## config.mk

```make
export PLATFORM = sky130hd
export DESIGN_NAME = updown_counter_param
export DESIGN_NICKNAME = d
export VERILOG_FILES = /design/src/rtl/updown_counter_param.sv
export SDC_FILE = /design/constraint.sdc
export NUM_CORES = 1
export LEC_CHECK = 0
export BUFFER_PORTS_ARGS = -buffer_cell sky130_fd_sc_hd__buf_2
export CAP_MARGIN = 20
export CORE_ASPECT_RATIO = 0.8
export CORE_MARGIN = 4
export CORE_UTILIZATION = 40
export DETAILED_ROUTE_END_ITERATION = 10
export HOLD_SLACK_MARGIN = 0.15
export MAX_ROUTING_LAYER = met4
export RECOVER_POWER = 50
export SETUP_SLACK_MARGIN = 0.1
export SLEW_MARGIN = 20
export SYNTH_ARGS = -nofsm -noshare
export SYNTH_HDL_FRONTEND = slang
export SYNTH_SLANG_ARGS = --single-unit
```

## constraint.sdc

```tcl
create_clock -name i_Clk -period 2.18 [get_ports i_Clk]
set_input_delay 0.218 -clock i_Clk [delete_from_list [all_inputs] [get_ports i_Clk]]
set_output_delay 0.218 -clock i_Clk [all_outputs]
set_load 0.02 [all_outputs]
```

## src/rtl/updown_counter_param.sv

```systemverilog
// Bounded up/down counter fed by two active-low push buttons, with per-button
// synchroniser and debounce, optional hold-to-repeat, synchronous load and status flags.
module updown_counter_param #(
   parameter int WIDTH        = 8,
   parameter int MIN_VAL      = 0,
   parameter int MAX_VAL      = 99,
   parameter int STEP         = 1,
   parameter int WRAP         = 1,
   parameter int DEBOUNCE_CYC = 4,
   parameter int REPEAT_DLY   = 0,
   parameter int REPEAT_PER   = 1
) (
   input  logic             i_Clk,
   input  logic             i_Rst,
   input  logic [1:0]       i_Push,
   input  logic             i_Load,
   input  logic [WIDTH-1:0] i_LoadVal,
   output logic [WIDTH-1:0] o_Cnt,
   output logic             o_AtMax,
   output logic             o_AtMin,
   output logic             o_Wrap
);

   localparam int DB_W     = (DEBOUNCE_CYC > 1) ? $clog2(DEBOUNCE_CYC) : 1;
   localparam int HOLD_MAX = (REPEAT_DLY > REPEAT_PER) ? REPEAT_DLY : REPEAT_PER;
   localparam int HOLD_W   = (HOLD_MAX > 1) ? $clog2(HOLD_MAX) : 1;

   localparam logic [DB_W-1:0]   DB_LAST  = DB_W'(DEBOUNCE_CYC - 1);
   localparam logic [HOLD_W-1:0] DLY_LAST = HOLD_W'(REPEAT_DLY - 1);
   localparam logic [HOLD_W-1:0] PER_LAST = HOLD_W'(REPEAT_PER - 1);

   // Bound arithmetic carries one spare bit so cnt+STEP never overflows.
   localparam logic [WIDTH:0]   MIN_X  = (WIDTH+1)'(MIN_VAL);
   localparam logic [WIDTH:0]   MAX_X  = (WIDTH+1)'(MAX_VAL);
   localparam logic [WIDTH:0]   STEP_X = (WIDTH+1)'(STEP);
   localparam logic [WIDTH:0]   DN_LIM = (WIDTH+1)'(MIN_VAL + STEP);
   localparam logic [WIDTH-1:0] MIN_V  = WIDTH'(MIN_VAL);
   localparam logic [WIDTH-1:0] MAX_V  = WIDTH'(MAX_VAL);
   localparam logic [WIDTH-1:0] STEP_V = WIDTH'(STEP);

   logic [1:0]            sync1_q, sync2_q;
   logic [1:0]            deb_q, deb_d;
   logic [1:0][DB_W-1:0]  db_cnt_q, db_cnt_d;
   logic                  arm_q, arm_d;
   logic                  phase_q, phase_d;
   logic [HOLD_W-1:0]     hold_q, hold_d;
   logic                  up_step_q, up_step_d;
   logic                  dn_step_q, dn_step_d;
   logic [WIDTH-1:0]      cnt_q, cnt_d;
   logic                  wrap_q, wrap_d;

   logic [1:0]            fall_s;
   logic                  both_s, single_s;
   logic                  press_up_s, press_dn_s, press_any_s;
   logic                  rep_fire_s;
   logic [WIDTH:0]        cnt_x_s, up_x_s, load_x_s;
   logic                  load_lo_s, load_hi_s;

   always_ff @(posedge i_Clk or posedge i_Rst) begin
      if (i_Rst) begin
         sync1_q <= 2'b11;
         sync2_q <= 2'b11;
      end else begin
         sync1_q <= i_Push;
         sync2_q <= sync1_q;
      end
   end

   // Debounce: a level is accepted only after DEBOUNCE_CYC consecutive differing samples.
   always_comb begin
      deb_d    = deb_q;
      db_cnt_d = db_cnt_q;
      for (int b = 0; b < 2; b++) begin
         if (sync2_q[b] == deb_q[b]) begin
            db_cnt_d[b] = {DB_W{1'b0}};
         end else if (db_cnt_q[b] == DB_LAST) begin
            deb_d[b]    = sync2_q[b];
            db_cnt_d[b] = {DB_W{1'b0}};
         end else begin
            db_cnt_d[b] = db_cnt_q[b] + DB_W'(1);
         end
      end
   end

   always_comb begin
      fall_s      = deb_q & ~deb_d;
      both_s      = (deb_d == 2'b00);
      single_s    = ^deb_d;
      press_up_s  = fall_s[1] & ~both_s;
      press_dn_s  = fall_s[0] & ~both_s;
      press_any_s = press_up_s | press_dn_s;
   end

   // Hold timer only runs after a clean single press; a two-button chord disarms it.
   always_comb begin
      arm_d      = arm_q;
      phase_d    = phase_q;
      hold_d     = hold_q;
      rep_fire_s = 1'b0;
      if (REPEAT_DLY == 0) begin
         arm_d   = 1'b0;
         phase_d = 1'b0;
         hold_d  = {HOLD_W{1'b0}};
      end else if (press_any_s) begin
         arm_d   = 1'b1;
         phase_d = 1'b0;
         hold_d  = {HOLD_W{1'b0}};
      end else if (!single_s || !arm_q) begin
         arm_d   = 1'b0;
         phase_d = 1'b0;
         hold_d  = {HOLD_W{1'b0}};
      end else if (hold_q == (phase_q ? PER_LAST : DLY_LAST)) begin
         rep_fire_s = 1'b1;
         phase_d    = 1'b1;
         hold_d     = {HOLD_W{1'b0}};
      end else begin
         hold_d = hold_q + HOLD_W'(1);
      end
   end

   always_comb begin
      up_step_d = press_up_s | (rep_fire_s & ~deb_d[1]);
      dn_step_d = press_dn_s | (rep_fire_s & ~deb_d[0]);
   end

   always_comb begin
      cnt_x_s  = {1'b0, cnt_q};
      up_x_s   = cnt_x_s + STEP_X;
      load_x_s = {1'b0, i_LoadVal};
      load_hi_s = (load_x_s > MAX_X);
   end

   if (MIN_VAL > 0) begin : g_load_lo
      assign load_lo_s = (load_x_s < MIN_X);
   end else begin : g_no_load_lo
      assign load_lo_s = 1'b0;
   end

   // Load wins over any step pulse landing in the same cycle.
   always_comb begin
      cnt_d  = cnt_q;
      wrap_d = 1'b0;
      if (i_Load) begin
         if (load_lo_s) begin
            cnt_d = MIN_V;
         end else if (load_hi_s) begin
            cnt_d = MAX_V;
         end else begin
            cnt_d = i_LoadVal;
         end
      end else if (up_step_q) begin
         if (up_x_s <= MAX_X) begin
            cnt_d = up_x_s[WIDTH-1:0];
         end else if (WRAP != 0) begin
            cnt_d  = MIN_V;
            wrap_d = 1'b1;
         end else begin
            cnt_d = MAX_V;
         end
      end else if (dn_step_q) begin
         if (cnt_x_s >= DN_LIM) begin
            cnt_d = cnt_q - STEP_V;
         end else if (WRAP != 0) begin
            cnt_d  = MAX_V;
            wrap_d = 1'b1;
         end else begin
            cnt_d = MIN_V;
         end
      end else begin
         cnt_d = cnt_q;
      end
   end

   always_ff @(posedge i_Clk or posedge i_Rst) begin
      if (i_Rst) begin
         deb_q     <= 2'b11;
         db_cnt_q  <= {2{ {DB_W{1'b0}} }};
         arm_q     <= 1'b0;
         phase_q   <= 1'b0;
         hold_q    <= {HOLD_W{1'b0}};
         up_step_q <= 1'b0;
         dn_step_q <= 1'b0;
         cnt_q     <= MIN_V;
         wrap_q    <= 1'b0;
      end else begin
         deb_q     <= deb_d;
         db_cnt_q  <= db_cnt_d;
         arm_q     <= arm_d;
         phase_q   <= phase_d;
         hold_q    <= hold_d;
         up_step_q <= up_step_d;
         dn_step_q <= dn_step_d;
         cnt_q     <= cnt_d;
         wrap_q    <= wrap_d;
      end
   end

   assign o_Cnt   = cnt_q;
   assign o_Wrap  = wrap_q;
   assign o_AtMax = (cnt_q == MAX_V);
   assign o_AtMin = (cnt_q == MIN_V);

endmodule

```

# --- Yosys cells after proc, flatten, opt, wreduce, memory -nomap -nowiden ---
# Index checks and enable logic that the tools add are counted.
op_classes:
  n_reduce_logical: 3
  addsub: 4
  bitwise_logic: 5
  n_eq_ne: 5
  mux: 19
  n_lt_le_gt_ge: 3
ops:
  columns: ["cell", "count"]
  rows:
  - ["8-bit two-way mux", 6]
  - ["8-bit by 1-bit adder with 9-bit output, second input constant", 1]
  - ["9-bit by 7-bit less-or-equal comparator with 1-bit output, second input constant", 1]
  - ["1-bit two-way mux", 9]
  - ["8-bit by 7-bit == test with 1-bit output, second input constant", 1]
  - ["8-bit by 1-bit greater-or-equal comparator with 1-bit output, second input constant", 1]
  - ["8-bit by 7-bit > comparator with 1-bit output, second input constant", 1]
  - ["8-bit logical NOT", 1]
  - ["2-bit two-way mux", 4]
  - ["8-bit by 1-bit subtractor with 8-bit output, second input constant", 1]
  - ["2-bit by 1-bit adder with 2-bit output, second input constant", 2]
  - ["2-bit == test, second input constant", 2]
  - ["3-bit nonzero test", 1]
  - ["1-bit AND", 2]
  - ["2-bit AND", 1]
  - ["1-bit == test", 2]
  - ["2-bit logical NOT", 1]
  - ["2-bit inverter", 1]
  - ["1-bit inverter", 1]
word_totals:
  register_bits: 21
  input_bits: 13
  output_inout_bits: 11

# --- Longest topological paths before layout ---
depth:
  ltp_word: 6
  depth_mapped: 8
  ltp_nobuf: 7

# --- Least setup slack after synthesis ---
# OpenSTA, ideal clock, no wires.
synth_path:
  kind: "register to register"
  from: "reg cnt_q[0] (netlist: o_Cnt[0])"
  to: "reg cnt_q[6] (netlist: o_Cnt[6])"
  period_less_slack_ps: 2137
  path_buffers: 1
  path_stages_with_launch: 9
  arrival_time_ps: 2013
  setup_time_ps: 124
  setup_slack_ps: 43
  cell_sequence: "dfrtp_1 > buf_4 > inv_1 > ha_1 > or4b_1 > nor2_1 > o22ai_1 > and3b_2 > a211o_1"
synth_via:
  elab_chain_len: 5
  elab_cells_between_ends: 9
  classes_between: "2 x add/sub; 2 x order compare; 5 x mux"
synth_rtl:
  columns: ["element", "line", "text"]
  rows:
  - ["from (decl)", "49", "logic [WIDTH-1:0] cnt_q, cnt_d;"]
  - ["from (signal assigned)", "193", "cnt_q <= cnt_d;"]
  - ["8-bit by 1-bit adder with 9-bit output (tied with other cells)", "128", "up_x_s = cnt_x_s + STEP_X;"]
  - ["9-bit by 7-bit less-or-equal comparator with 1-bit output or 8-bit two-way mux (tied branches)", "152, 161", null]
  - ["8-bit two-way mux, on equally long branches", "152, 160", null]
  - ["8-bit two-way mux *", "151", "end else if (up_step_q) begin"]
  - ["8-bit two-way mux *", "143", "if (i_Load) begin"]
# Every way passes the cells marked *; elsewhere a longest branch is shown, timed or not. The select of a mux whose other input is x is not followed.
# A chain may end at the register's enable or synchronous reset.

# --- Worst setup path after layout ---
layout_path:
  from: "reg cnt_q[1] (netlist: o_Cnt[1])"
  to: "reg cnt_q[6] (netlist: o_Cnt[6])"
# Same word-level chain as after synthesis.

==> impl_metrics.env <==
export IMPL_grt_overflow=0
export IMPL_vias_per_cell=5.64
export IMPL_firstDrtPassIters=4
export IMPL_fmax_ghz=0.499
export IMPL_place_hpwl_um=2920
export IMPL_vdd_drop_max_v=0.000432
export IMPL_grt_total_usage=0.170
export IMPL_cts_buffers=3
export IMPL_cts_num_sinks=21
export IMPL_syn_area_um2=1570
export IMPL_fp_dieW_um=78.0
export IMPL_critical_path_class="flop to flop"
export IMPL_post_route_period_util=0.919
export IMPL_clk_latency_ns=0.26
export IMPL_reg2reg_slack_ns=0.18
export IMPL_worstPathArrival_ns=2.16
export IMPL_path_max_fanout=5
export IMPL_required_ns=2.34
export IMPL_wl_um=4070
export IMPL_vias=1383
export IMPL_grt_setup_unrepaired="yes"
export IMPL_drt_iter0_drc=111
export IMPL_r2r_start="o_Cnt[1]$_DFFE_PP0P_"
export IMPL_use_met2=0.241
export IMPL_finalHoldViolations=0
export IMPL_yosysSeqAreaShare=0.340
export IMPL_rows=20
export IMPL_async_flop_share=1.00
export IMPL_grtUsageMet3=0.0268
export IMPL_setup_tns_ns=0
export IMPL_p_total_w=0.00130
export IMPL_whs_path_depth=3
export IMPL_gp_congestion=0.990
export IMPL_syn_to_final_growth_pct=18.0
export IMPL_worst_slack_ns=0.177
export IMPL_clk_pin_slew_ns=0.08
export IMPL_rr_worst_depth=7
export IMPL_synth_area_leader_cell="dfrtp_1"
export IMPL_synth_enable_flop_cells=0
export IMPL_synth_cell_types=63
export IMPL_leakagePower_nw=0.820
export IMPL_relSlewSlack=0.259
export IMPL_start_util=0.415
export IMPL_outcome="complete, no violations"
export IMPL_grt_start_max_net_pins=22
export IMPL_min_to="o_Cnt[3]$_DFFE_PP0P_"
export IMPL_synth_avg_cell_area_um2=9.98
export IMPL_use_met1=0.247
export IMPL_endpoint_kind="flop"
export IMPL_finalCriticalPeriod_ns=2.00
export IMPL_hp_class="input port to flop"
export IMPL_antennaDiodeCount=0
export IMPL_synth_top_area_frac=0.240
export IMPL_holdWs_ns=0.212
export IMPL_drv_slew=0
export IMPL_fillers=355
export IMPL_dieArea_um2=4990
export IMPL_final_nets=212
export IMPL_fp_dieH_um=64.0
export IMPL_root_buffer="clkbuf_8"
export IMPL_drc=0
export IMPL_place_inst=233
export IMPL_grt_pass1_wl_um=6490
export IMPL_power_density_nw_per_um2=704
export IMPL_skew_ns=0.00714
export IMPL_synthTopCellsByArea="dfrtp_1, dfstp_2, ha_1"
export IMPL_worstMarginPinSlew_ns=1.11
export IMPL_ys_seq_elements=21
export IMPL_wl_per_cell_um=16.6
export IMPL_hp_start="i_LoadVal[3]"
export IMPL_antenna_found_initial=0
export IMPL_grt_pass1_vias=1294
export IMPL_r2r_end="o_Cnt[6]$_DFFE_PP0P_"
export IMPL_setup_violations=0
export IMPL_synth_nets=178
export IMPL_ant_nets=0
export IMPL_layout_drive_gt1_share=0.358
export IMPL_cts_tree="built"
export IMPL_ys_warnings_count=0
export IMPL_synthFlopType="dfrtp_1"
export IMPL_htree_num_levels=1
export IMPL_pre_cts_ws_ns=0.163
export IMPL_cp_start_kind="flop"
export IMPL_busiest_layer="met1"
export IMPL_syn_inst=157
export IMPL_core_area_um2=3780
export IMPL_io_buffers=23
export IMPL_cap_violations=0
export IMPL_finalNonFillerCells=245
export IMPL_ioPinCount=24
export IMPL_clockBufferDepth=2
-- per-stage QoR --
step	cell area, um^2	util
global placement	1740	0.460
floorplan	1570	-
global route	1850	0.489
CTS	1810	0.480
finish	1850	0.489
detailed placement	1740	0.460
-- cell type report --
class / instances / area [um^2] / area share
Inverter: 5 / 18.8 / 0.0102
Clock buffer: 3 / 41.3 / 0.0223
Sequential cell: 21 / 536 / 0.290
Timing Repair Buffer: 39 / 236 / 0.128
Clock inverter: 1 / 5.00 / 0.00271
Tap cell: 55 / 68.8 / 0.0372
Multi-Input combinational cell: 121 / 942 / 0.510
-- cell usage after synthesis (3+ instances only) --
cell	count
a21oi_1	8
a31oi_1	3
buf_4	6
dfrtp_1	15
dfstp_2	6
ha_1	8
inv_1	5
nand2_1	5
nand2b_1	4
nand3_1	6
nor2_1	13
nor2b_1	3
nor3_1	8
o41ai_1	3
xnor2_1	4
xor2_1	3
-- cell families after synthesis --
family	count (synthesis)	share of synthesized area
muxes	4	0.0351
xor gates and xnor gates	7	0.0391
DFF	21	0.340
and+or+nand+nor	62	0.264
buffers and inverters	15	0.0615
AOI/OAI and AO/OA	40	0.196
adders and majority gates	8	0.0639
-- registers in the layout (all words and copies together) (netlist names) --
signal	cells
o_Wrap	1
o_Cnt	8
db_cnt_q	4
sync1_q	2
up_step_q	1
sync2_q	2
dn_step_q	1
deb_q	2
-- how the worst max path moves through the flow --
stage	slack, ns	startpoint	cells past startpoint	end
CTS	0.15	o_Cnt[0]$_DFFE_PP0P_	7	o_Cnt[6]$_DFFE_PP0P_
detailed placement	0.16	o_Cnt[0]$_DFFE_PP0P_	7	o_Cnt[6]$_DFFE_PP0P_
global route	0.09	o_Cnt[1]$_DFFE_PP0P_	7	o_Cnt[6]$_DFFE_PP0P_
floorplan	0.14	o_Cnt[0]$_DFFE_PP0P_	8	o_Cnt[6]$_DFFE_PP0P_
finish	0.18	o_Cnt[1]$_DFFE_PP0P_	7	o_Cnt[6]$_DFFE_PP0P_
global placement	0.21	o_Cnt[0]$_DFFE_PP0P_	7	o_Cnt[6]$_DFFE_PP0P_
-- layer usage --
metal	vias up	routed length [um]	part of all wire
met4	0	49	0.012
met2	56	1820	0.45
met3	5	303	0.075
met5	-	0	0
li1	652	-	-
met1	670	1900	0.47
-- power breakdown --
group          total [W]  switching (W)  leakage (nW)  internal, W
clock network   0.000261       0.000134        0.0255     0.000127
logic           0.000504       0.000276         0.543     0.000228
registers       0.000537      0.0000594         0.251     0.000478
total            0.00130       0.000469         0.820     0.000833
-- timing repair --
action | 4_1_cts | 5_1_grt
hold buffers | 3 | 0
endpoints found under the hold margin | 17 | 0
buffers inserted | 0 | 5
resized for setup | 0 | 2
setup endpoints to repair | 0 | 5
-- worst max-delay path: stages (launching register included) --
cell	delay [ns]
dfrtp_1	0.44
inv_1	0.14
ha_2	0.25
or4b_1	0.48
nor2_1	0.11
o22ai_1	0.06
and3b_2	0.20
a211o_1	0.21
-- cell usage in the layout, fill, tap and decap left out, types with 3 or more instances in the layout --
cell type / instances
o41ai_1: 3
nand3_1: 6
nand2b_1: 4
nor2b_1: 3
dfrtp_1: 13
a31oi_1: 3
nor2_1: 13
buf_2: 23
a21oi_1: 8
xor2_1: 3
xnor2_1: 4
nand2_1: 5
clkbuf_8: 3
buf_4: 11
inv_1: 4
dfstp_2: 6
ha_1: 6
nor3_1: 8
dlygate4sd3_1: 3
No activity file was read; power rests on OpenSTA's default activity.
